### src/rtl/trigger_pkg.sv
// Shared definitions for the multi-stage trigger sequencer: FSM states,
// default parameter values and the per-stage slice index helpers.
package trigger_pkg;

    typedef enum logic [1:0] {
        IDLE  = 2'd0,
        ARMED = 2'd1,
        FIRED = 2'd2
    } state_t;

    localparam int DEF_DATA_W = 33;
    localparam int DEF_CNT_W  = 17;
    localparam int DEF_STAGES = 4;

    // Low bit of stage k's field inside a flattened per-stage bus
    function automatic int slice_lo(input int k, input int w);
        return k * w;
    endfunction

    // Width of a stage index; a single-stage build still needs one bit
    function automatic int stage_w(input int stages);
        return (stages > 1) ? $clog2(stages) : 1;
    endfunction

endpackage

### src/rtl/trigger_match.sv
// One stage's masked compare: hit when every cared-for bit of data equals value.
module trigger_match #(
    parameter int DATA_W = trigger_pkg::DEF_DATA_W
) (
    input  logic [DATA_W-1:0] value,
    input  logic [DATA_W-1:0] care,
    input  logic [DATA_W-1:0] data,
    output logic              hit
);

    assign hit = ~|((data ^ value) & care);

endmodule

### src/rtl/trigger_sequencer.sv
// Multi-stage trigger: each stage waits for a masked data match at an exact
// cycle offset (or at-or-after it) from stage entry; the last stage fires trig.
module trigger_sequencer
    import trigger_pkg::*;
#(
    parameter int DATA_W = DEF_DATA_W,
    parameter int CNT_W  = DEF_CNT_W,
    parameter int STAGES = DEF_STAGES
) (
    input  logic                          clock,
    input  logic                          reset_n,
    input  logic                          start,
    input  logic [DATA_W-1:0]             data,
    input  logic [STAGES*DATA_W-1:0]      cfg_value,
    input  logic [STAGES*DATA_W-1:0]      cfg_care,
    input  logic [STAGES*CNT_W-1:0]       cfg_offset,
    input  logic [STAGES-1:0]             cfg_window,
    input  logic [$clog2(STAGES+1)-1:0]   cfg_stages,
    output logic                          trig,
    output logic                          triggered,
    output logic                          armed,
    output logic [stage_w(STAGES)-1:0]    stage
);

    localparam int STG_W = stage_w(STAGES);
    localparam int NS_W  = $clog2(STAGES + 1);
    localparam logic [CNT_W-1:0] CNT_MAX = '1;

    state_t             state_q, state_d;
    logic [STG_W-1:0]   stage_q, stage_d;
    logic [STG_W-1:0]   last_q, last_d;
    logic [CNT_W-1:0]   count_q, count_d;
    logic               trig_q, trig_d;
    logic               triggered_q, triggered_d;

    logic [STAGES-1:0]  hit_vec;
    logic [CNT_W-1:0]   offset_a [STAGES];

    genvar k;
    generate
        for (k = 0; k < STAGES; k++) begin : g_stage
            trigger_match #(
                .DATA_W (DATA_W)
            ) u_match (
                .value (cfg_value[slice_lo(k, DATA_W) +: DATA_W]),
                .care  (cfg_care[slice_lo(k, DATA_W) +: DATA_W]),
                .data  (data),
                .hit   (hit_vec[k])
            );
            assign offset_a[k] = cfg_offset[slice_lo(k, CNT_W) +: CNT_W];
        end
    endgenerate

    logic               sel_hit;
    logic               sel_win;
    logic [CNT_W-1:0]   sel_off;
    logic               time_ok;
    logic               late;

    always_comb begin
        sel_hit = hit_vec[stage_q];
        sel_off = offset_a[stage_q];
        sel_win = cfg_window[stage_q];
        time_ok = sel_win ? (count_q >= sel_off) : (count_q == sel_off);
        // Only exact-mode stages can miss their slot; window stages wait forever
        late    = !sel_win && (count_q > sel_off);
    end

    logic [NS_W-1:0] nst;

    always_comb begin
        if (cfg_stages == '0) begin
            nst = NS_W'(1);
        end else if (cfg_stages > NS_W'(STAGES)) begin
            nst = NS_W'(STAGES);
        end else begin
            nst = cfg_stages;
        end
    end

    always_comb begin
        state_d     = state_q;
        stage_d     = stage_q;
        last_d      = last_q;
        count_d     = count_q;
        trig_d      = 1'b0;
        triggered_d = triggered_q;

        if (!start) begin
            state_d     = IDLE;
            stage_d     = '0;
            count_d     = '0;
            triggered_d = 1'b0;
        end else begin
            case (state_q)
                IDLE: begin
                    state_d = ARMED;
                    last_d  = STG_W'(nst - NS_W'(1));
                    stage_d = '0;
                    count_d = '0;
                end
                ARMED: begin
                    if (sel_hit && time_ok) begin
                        if (stage_q == last_q) begin
                            state_d     = FIRED;
                            trig_d      = 1'b1;
                            triggered_d = 1'b1;
                        end else begin
                            stage_d = stage_q + 1'b1;
                            count_d = '0;
                        end
                    end else if (late) begin
                        stage_d = '0;
                        count_d = '0;
                    end else if (count_q != CNT_MAX) begin
                        count_d = count_q + 1'b1;
                    end
                end
                FIRED: begin
                    // Hold until start drops
                end
                default: begin
                    state_d = IDLE;
                    stage_d = '0;
                    count_d = '0;
                end
            endcase
        end
    end

    always_ff @(posedge clock or negedge reset_n) begin
        if (!reset_n) begin
            state_q     <= IDLE;
            stage_q     <= '0;
            last_q      <= '0;
            count_q     <= '0;
            trig_q      <= 1'b0;
            triggered_q <= 1'b0;
        end else begin
            state_q     <= state_d;
            stage_q     <= stage_d;
            last_q      <= last_d;
            count_q     <= count_d;
            trig_q      <= trig_d;
            triggered_q <= triggered_d;
        end
    end

    assign trig      = trig_q;
    assign triggered = triggered_q;
    assign armed     = (state_q == ARMED);
    assign stage     = stage_q;

endmodule

### config.mk
export PLATFORM = sky130hd
export DESIGN_NAME = trigger_sequencer
export DESIGN_NICKNAME = d
export VERILOG_FILES = /design/src/rtl/trigger_pkg.sv /design/src/rtl/trigger_match.sv /design/src/rtl/trigger_sequencer.sv
export SDC_FILE = /design/constraint.sdc
export NUM_CORES = 1
export LEC_CHECK = 0
export CAP_MARGIN = 30
export CORE_AREA = 5 5 146 148
export DETAILED_ROUTE_END_ITERATION = 6
export DIE_AREA = 0 0 151 153
export GPL_TIMING_DRIVEN = 0
export PLACE_DENSITY_LB_ADDON = 0.15
export SYNTH_ARGS = -nofsm -noshare
export SYNTH_HDL_FRONTEND = slang
export SYNTH_HIERARCHICAL = 1
export SYNTH_SLANG_ARGS = --single-unit
### constraint.sdc
create_clock -name clock -period 5.6 [get_ports clock]
set_input_delay 0.56 -clock clock [delete_from_list [all_inputs] [get_ports clock]]
set_output_delay 0.56 -clock clock [all_outputs]
set_load 0.05 [all_outputs]
Word-level counts from Yosys, hierarchy flattened
Index checks and enable logic that the tools add are counted.
{"block": "totals", "romBits": 0, "output_inout_bits": 5, "elab_cells": 88, "inputBits": 375, "mem_bits_rw": 0, "latchBits": 0, "regBits": 25, "n_memories": 0}
{"block": "classes", "n_bitwise": 9, "n_lt_le_gt_ge": 5, "shift": 0, "n_addsub": 3, "n_div": 0, "mul": 0, "n_reduce_logical": 18, "eq_ne": 14, "muxes": 33}
{"operator": "$and 33x33->33", "n": 4}
{"operator": "$reduce_or 33->1", "n": 4}
{"operator": "$xor 33x33->33", "n": 4}
{"operator": "$mux 17", "n": 7}
{"operator": "$bmux 17 s2", "n": 1}
{"operator": "$pmux 17 s2", "n": 1}
{"operator": "$mux 2", "n": 9}
{"operator": "$add 17x1->17 const B", "n": 1}
{"operator": "$eq 17x17->1", "n": 1}
{"operator": "$ge 17x17->1", "n": 1}
{"operator": "$gt 17x17->1", "n": 1}
{"operator": "$ne 17x17->1 const B", "n": 1}
{"operator": "$reduce_and 3->1", "n": 4}
{"operator": "$mux 1", "n": 11}
{"operator": "$ne 2x1->1 const B", "n": 3}
{"operator": "$ne 3x2->1 const B", "n": 2}
{"operator": "$pmux 2 s3", "n": 1}
{"operator": "$logic_not 1->1", "n": 5}
{"operator": "$ne 5x2->1 const B", "n": 1}
{"operator": "$bmux 1 s2", "n": 2}
{"operator": "$ne 4x2->1 const B", "n": 1}
{"operator": "$ne 4x4->1 const B", "n": 1}
{"operator": "$pmux 2 s2", "n": 1}
{"operator": "$ge 3x3->1 const B", "n": 1}
{"operator": "13 further kinds", "n": 14}

Depth between registers and ports, before layout
{"block": "depth", "ltp_word": 10, "ltp_mapped": 14, "ltp_nobuf": 14}

Cells and area by module
Netlist, hierarchy kept.
{"module": "trigger_sequencer", "cells_per_inst": 236, "area_per_inst_um2": 2264.7, "n_inst": 1}
{"module": "trigger_match", "cells_per_inst": 53, "area_per_inst_um2": 457.9, "n_inst": 4}

Worst setup path before layout
No wires, ideal clock.
{"block": "synth_path", "path_type": "reg2reg", "from": "reg stage_q[0], in the netlist stage[0]", "to": "reg count_q[0]", "arrival_time_ns": 3.417, "slack_ns": 2.058, "setup_time_ns": 0.125, "path_stages_with_launch": 14, "cell_sequence": "dfrtp_1 > buf_6 > clkbuf_1 > mux4_2 > inv_1 > ha_1 > nand4_1 > nor4_2 > a21oi_1 > and3_1 > buf_2 > o21a_4 > a21o_1 > mux2_4"}
{"block": "synth_between", "elab_chain_len": 10, "elab_cells_between_ends": 23, "cone_classes": "order compare: 2; eq/ne: 4; mux: 12; bitwise: 1; reduce/logical: 4"}
{"element": "from (decl)", "line": "trigger_sequencer.sv:30", "text": "logic [STG_W-1:0] stage_q, stage_d;"}
{"element": "from (signal assigned)", "line": "trigger_sequencer.sv:141", "text": "stage_q <= stage_d;"}
{"element": "$not 2->3 (not written as such)", "line": "trigger_sequencer.sv:62", "text": "sel_off = offset_a[stage_q];"}
{"element": "$bmux 17 s2", "line": "trigger_sequencer.sv:62"}
{"element": "$mux 17 (not written as such) (2 in series)", "line": "trigger_sequencer.sv:62"}
{"element": "$gt 17x17->1, or another cell as far along", "line": "trigger_sequencer.sv:66", "text": "late = !sel_win && (count_q > sel_off);"}
{"element": "$logic_and 1x1->1 or $mux 1 (tied branches)", "line": "trigger_sequencer.sv:66, trigger_sequencer.sv:64"}
{"element": "$mux 17 or $logic_and 1x1->1 (tied branches)", "line": "trigger_sequencer.sv:112, trigger_sequencer.sv:103"}
{"element": "$mux 17", "line": "trigger_sequencer.sv:103", "text": "if (sel_hit && time_ok) begin"}
{"element": "$pmux 17 s2", "line": "trigger_sequencer.sv:95", "text": "case (state_q)"}
{"element": "$mux 17", "line": "trigger_sequencer.sv:89", "text": "if (!start) begin"}
{"element": "to (signal assigned)", "line": "trigger_sequencer.sv:143", "text": "count_q <= count_d;"}
{"element": "to (decl)", "line": "trigger_sequencer.sv:32", "text": "logic [CNT_W-1:0] count_q, count_d;"}
Parallel ways exist; a longest one is shown, timed or not. The select of a mux whose other input is x is not followed.
A chain may end at the register's enable or synchronous reset.

Final worst setup path
{"block": "layout_path", "from": "reg stage_q[0], in the netlist stage[0]", "to": "reg stage_q[0], in the netlist stage[0]"}
{"block": "layout_between", "elab_chain_len": 10, "elab_cells_between_ends": 24, "cone_classes": "add/sub: 1; order compare: 2; eq/ne: 4; mux: 12; bitwise: 1; reduce/logical: 4"}
{"element": "$not 2->3 (not written as such)", "line": "trigger_sequencer.sv:62"}
{"element": "$bmux 17 s2", "line": "trigger_sequencer.sv:62"}
{"element": "$mux 17 (not written as such) (2 in series)", "line": "trigger_sequencer.sv:62"}
{"element": "$ge 17x17->1 or $eq 17x17->1 (tied branches)", "line": "trigger_sequencer.sv:64", "text": "time_ok = sel_win ? (count_q >= sel_off) : (count_q == sel_off);"}
{"element": "$mux 1", "line": "trigger_sequencer.sv:64"}
{"element": "$logic_and 1x1->1", "line": "trigger_sequencer.sv:103"}
{"element": "$mux 2", "line": "trigger_sequencer.sv:103"}
{"element": "$pmux 2 s2", "line": "trigger_sequencer.sv:95"}
{"element": "$mux 2", "line": "trigger_sequencer.sv:89"}
Parallel ways exist; a longest one is shown, timed or not. The select of a mux whose other input is x is not followed.

==> impl_metrics.tcl <==
set metrics [dict create \
    cts_hold_buffers 0 \
    fin_nets 1227 \
    synth_area_leaders "xor2_1 29%, dfrtp_1 15%, mux4_2 9.9%" \
    grt_pass1_wl_um 32900 \
    synth_top_flop_cell "dfrtp_1" \
    peakVddDrop_v 0.0000972 \
    setup_viol 0 \
    dieArea_um2 23100 \
    clk_pin_slew_ps 70 \
    syn-num-nets 842 \
    crit_arrival_ps 3940 \
    p_leak_nw 3.24 \
    yosys.area_share.simple 0.114 \
    antenna_found_initial 7 \
    async_flop_share 1.00 \
    drtIter0Drc 219 \
    cp-start-kind "register" \
    hp-class "reg -> reg" \
    cts_buffers 3 \
    drv_slew 0 \
    finalClockSkew_ps 1.46 \
    place_congestion 0.852 \
    start_util 0.206 \
    p_int_uw 601 \
    period_share 0.676 \
    dp.final_hpwl_um 21300 \
    finalHoldWorstSlack_ps 488 \
    dpl.cell_count 1098 \
    met2_usage 0.353 \
    final_cells 1104 \
    gr-usage-met3 0.0678 \
    maxCapViolCount 0 \
    clock_latency_ps 260 \
    p_sw_frac 0.269 \
    synth_xor_area_frac 0.286 \
    worst_pin_slew_ps 790 \
    via_per_inst 4.40 \
    ctsResizeCount 0 \
    top_usage_layer "met2" \
    cp_max_fo 10 \
    synthCells 448 \
    cts_max_path_buffers 2 \
    drc 0 \
    cts-root-buf "clkbuf_16" \
    avgSynthCellArea_um2 9.14 \
    yosysTopAreaCellShare 0.286 \
    num_rows 52 \
    synth-edff-count 0 \
    die_w_um 151 \
    p_total_uw 823 \
    clock-sinks 25 \
    fin_crit_ps 3790 \
    synth_top_family_by_area "XOR/XNOR gates" \
    drt.antenna.violating_nets 0 \
    drt-wirelength-per-cell_um 20.8 \
    synth_fa_ha_area_frac 0.0580 \
    synth_compound_area_frac 0.226 \
    track_usage 0.189 \
    max-slew-margin-rel 0.473 \
    yosys-mux-area-fraction 0.125 \
    ys_seq_area_frac 0.153 \
    rsz0062_at_grt "no" \
    first_global_vias 5122 \
    crit_type "reg -> reg" \
    grt-ovfl-total 0 \
    setup_tns_ps 0 \
    combinationalPowerShare 0.576 \
    outcome "complete, no violations" \
    area_delta_synth_final_pct 104 \
    yosys.cell_types.count 49 \
    synth_warnings 6 \
    endpoint_kind "register" \
    hold_viol_final 0 \
    cts_max_level 1 \
    via_count 4857 \
    use_met1 0.212 \
    yosysMostFrequentCell "xor2_1" \
    clkPwrFrac 0.197 \
    syn-cell-area_um2 4100 \
    max_freq_mhz 264 \
    numPortBuffers 379 \
    ioPinCount 380 \
    synth_top_area_cell "xor2_1" \
    postLayoutCellArea_um2 8340 \
    dr.pass1.iters 4 \
    synthTopCellsByCount "134 x xor2_1, 30 x nand2_1, 25 x dfrtp_1, 25 x inv_1" \
    power.switching_uw 222 \
    post_dp_cell_area_um2 8260 \
    core_area_um2 19900 \
    cts_tree "built" \
    wirelength_um 22900 \
    cp.required_ps 5760 \
    powerDensity_nw_per_um2 98.7 \
    grt_max_degree 19 \
    seq_power_share 0.226 \
    die_h_um 153 \
    ys_ff_latch 25 \
    layout-drive-gt1-share 0.0541 \
    post_cts_buffers 0 \
]
==> layout make-up <==
type	count	area, um2
antenna	2	5.00
buffer	11	58.8
clock buffer	3	75.1
clock inverter	1	5.00
fill	2024	11600
inverter	25	93.8
multi-input combinational	387	3320
sequential	25	626
tap	270	338
timing repair buffer	380	3820
==> per-stage QoR <==
stage,worst slack (ps),utilization
after floorplan,2060,-
after global placement,1750,0.413
after detailed placement,1810,0.415
after CTS,1750,0.419
after global routing,1490,0.419
final,1810,0.419
==> worst max-delay path, cell delays in order (launching register included) <==
cell      delay (ps)
dfrtp_1          370
buf_6            140
clkbuf_1         600
mux4_2           590
inv_1             70
ha_1             130
nand4_1          170
nor4_2           350
a21oi_1          110
and3_1           190
buf_2            160
o22ai_4          330
buf_4            260
o21ai_1           90
o31ai_1          110
==> cells in the final DEF (no fill, tap or decap), drive strengths merged, types with 3 or more instances in the layout <==
cell type | synthesis | final
clkbuf | 3 | 6
nor3 | 6 | 6
mux4 | 18 | 18
nand3 | 9 | 9
buf | 8 | 9
nand2b | 4 | 4
ha | 19 | 19
a21o | 3 | 3
and3 | 3 | 3
a22oi | 22 | 22
o21ai | 7 | 7
o211ai | 4 | 4
xor2 | 134 | 134
a221oi | 20 | 20
dfrtp | 25 | 25
mux2i | 8 | 8
nor2 | 12 | 12
a22o | 22 | 22
a21oi | 22 | 22
o311ai | 4 | 4
nand4 | 15 | 15
nor4 | 3 | 3
clkdlybuf4s50 | 0 | 379
a222oi | 4 | 4
inv | 25 | 25
nand2 | 30 | 30
==> cells by family (layout without fill, tap and decap cells) <==
family / Yosys count / in the layout
AOI/OAI and AO/OA: 118 / 118
other: 0 / 2
xor gates and xnor gates: 134 / 134
muxes: 28 / 28
adders and majority gates: 19 / 19
and+or+nand+nor: 88 / 88
DFF: 25 / 25
buffers and inverters: 36 / 420
==> sequential cells by signal, summed over array words and instances, names as in the netlist <==
register and cells:
stage 2, last_q 2, state_q 2, trig 1, count_q 17, triggered 1
==> worst paths after layout <==
kind,from,end,slack (ps),cells past startpoint
worst max-delay path,stage[0],stage[0],1810,14
worst min-delay path,triggered,triggered,490,1
worst max register to register,stage[0],stage[0],1810,14
min in group asynchronous,reset_n,count_q[4],630,1
max in group asynchronous,reset_n,count_q[15],4510,2
worst min register to register,triggered,triggered,490,1
==> power groups by stage <==
stage               logic, mW  clock network (mW)  registers [mW]
finish                  0.475               0.162           0.186
global route            0.510               0.177           0.187
CTS                     0.478               0.168           0.186
detailed placement      0.476                   0           0.190
global placement        0.471                   0           0.190
floorplan               0.142                   0           0.189
==> layer usage <==
metal | up-vias | part of all wire
met5 | - | 0.0018
met1 | 2209 | 0.37
li1 | 2468 | -
met2 | 156 | 0.54
met3 | 16 | 0.083
met4 | 8 | 0.0077
Note: power is estimated with default switching activity, not from simulation.
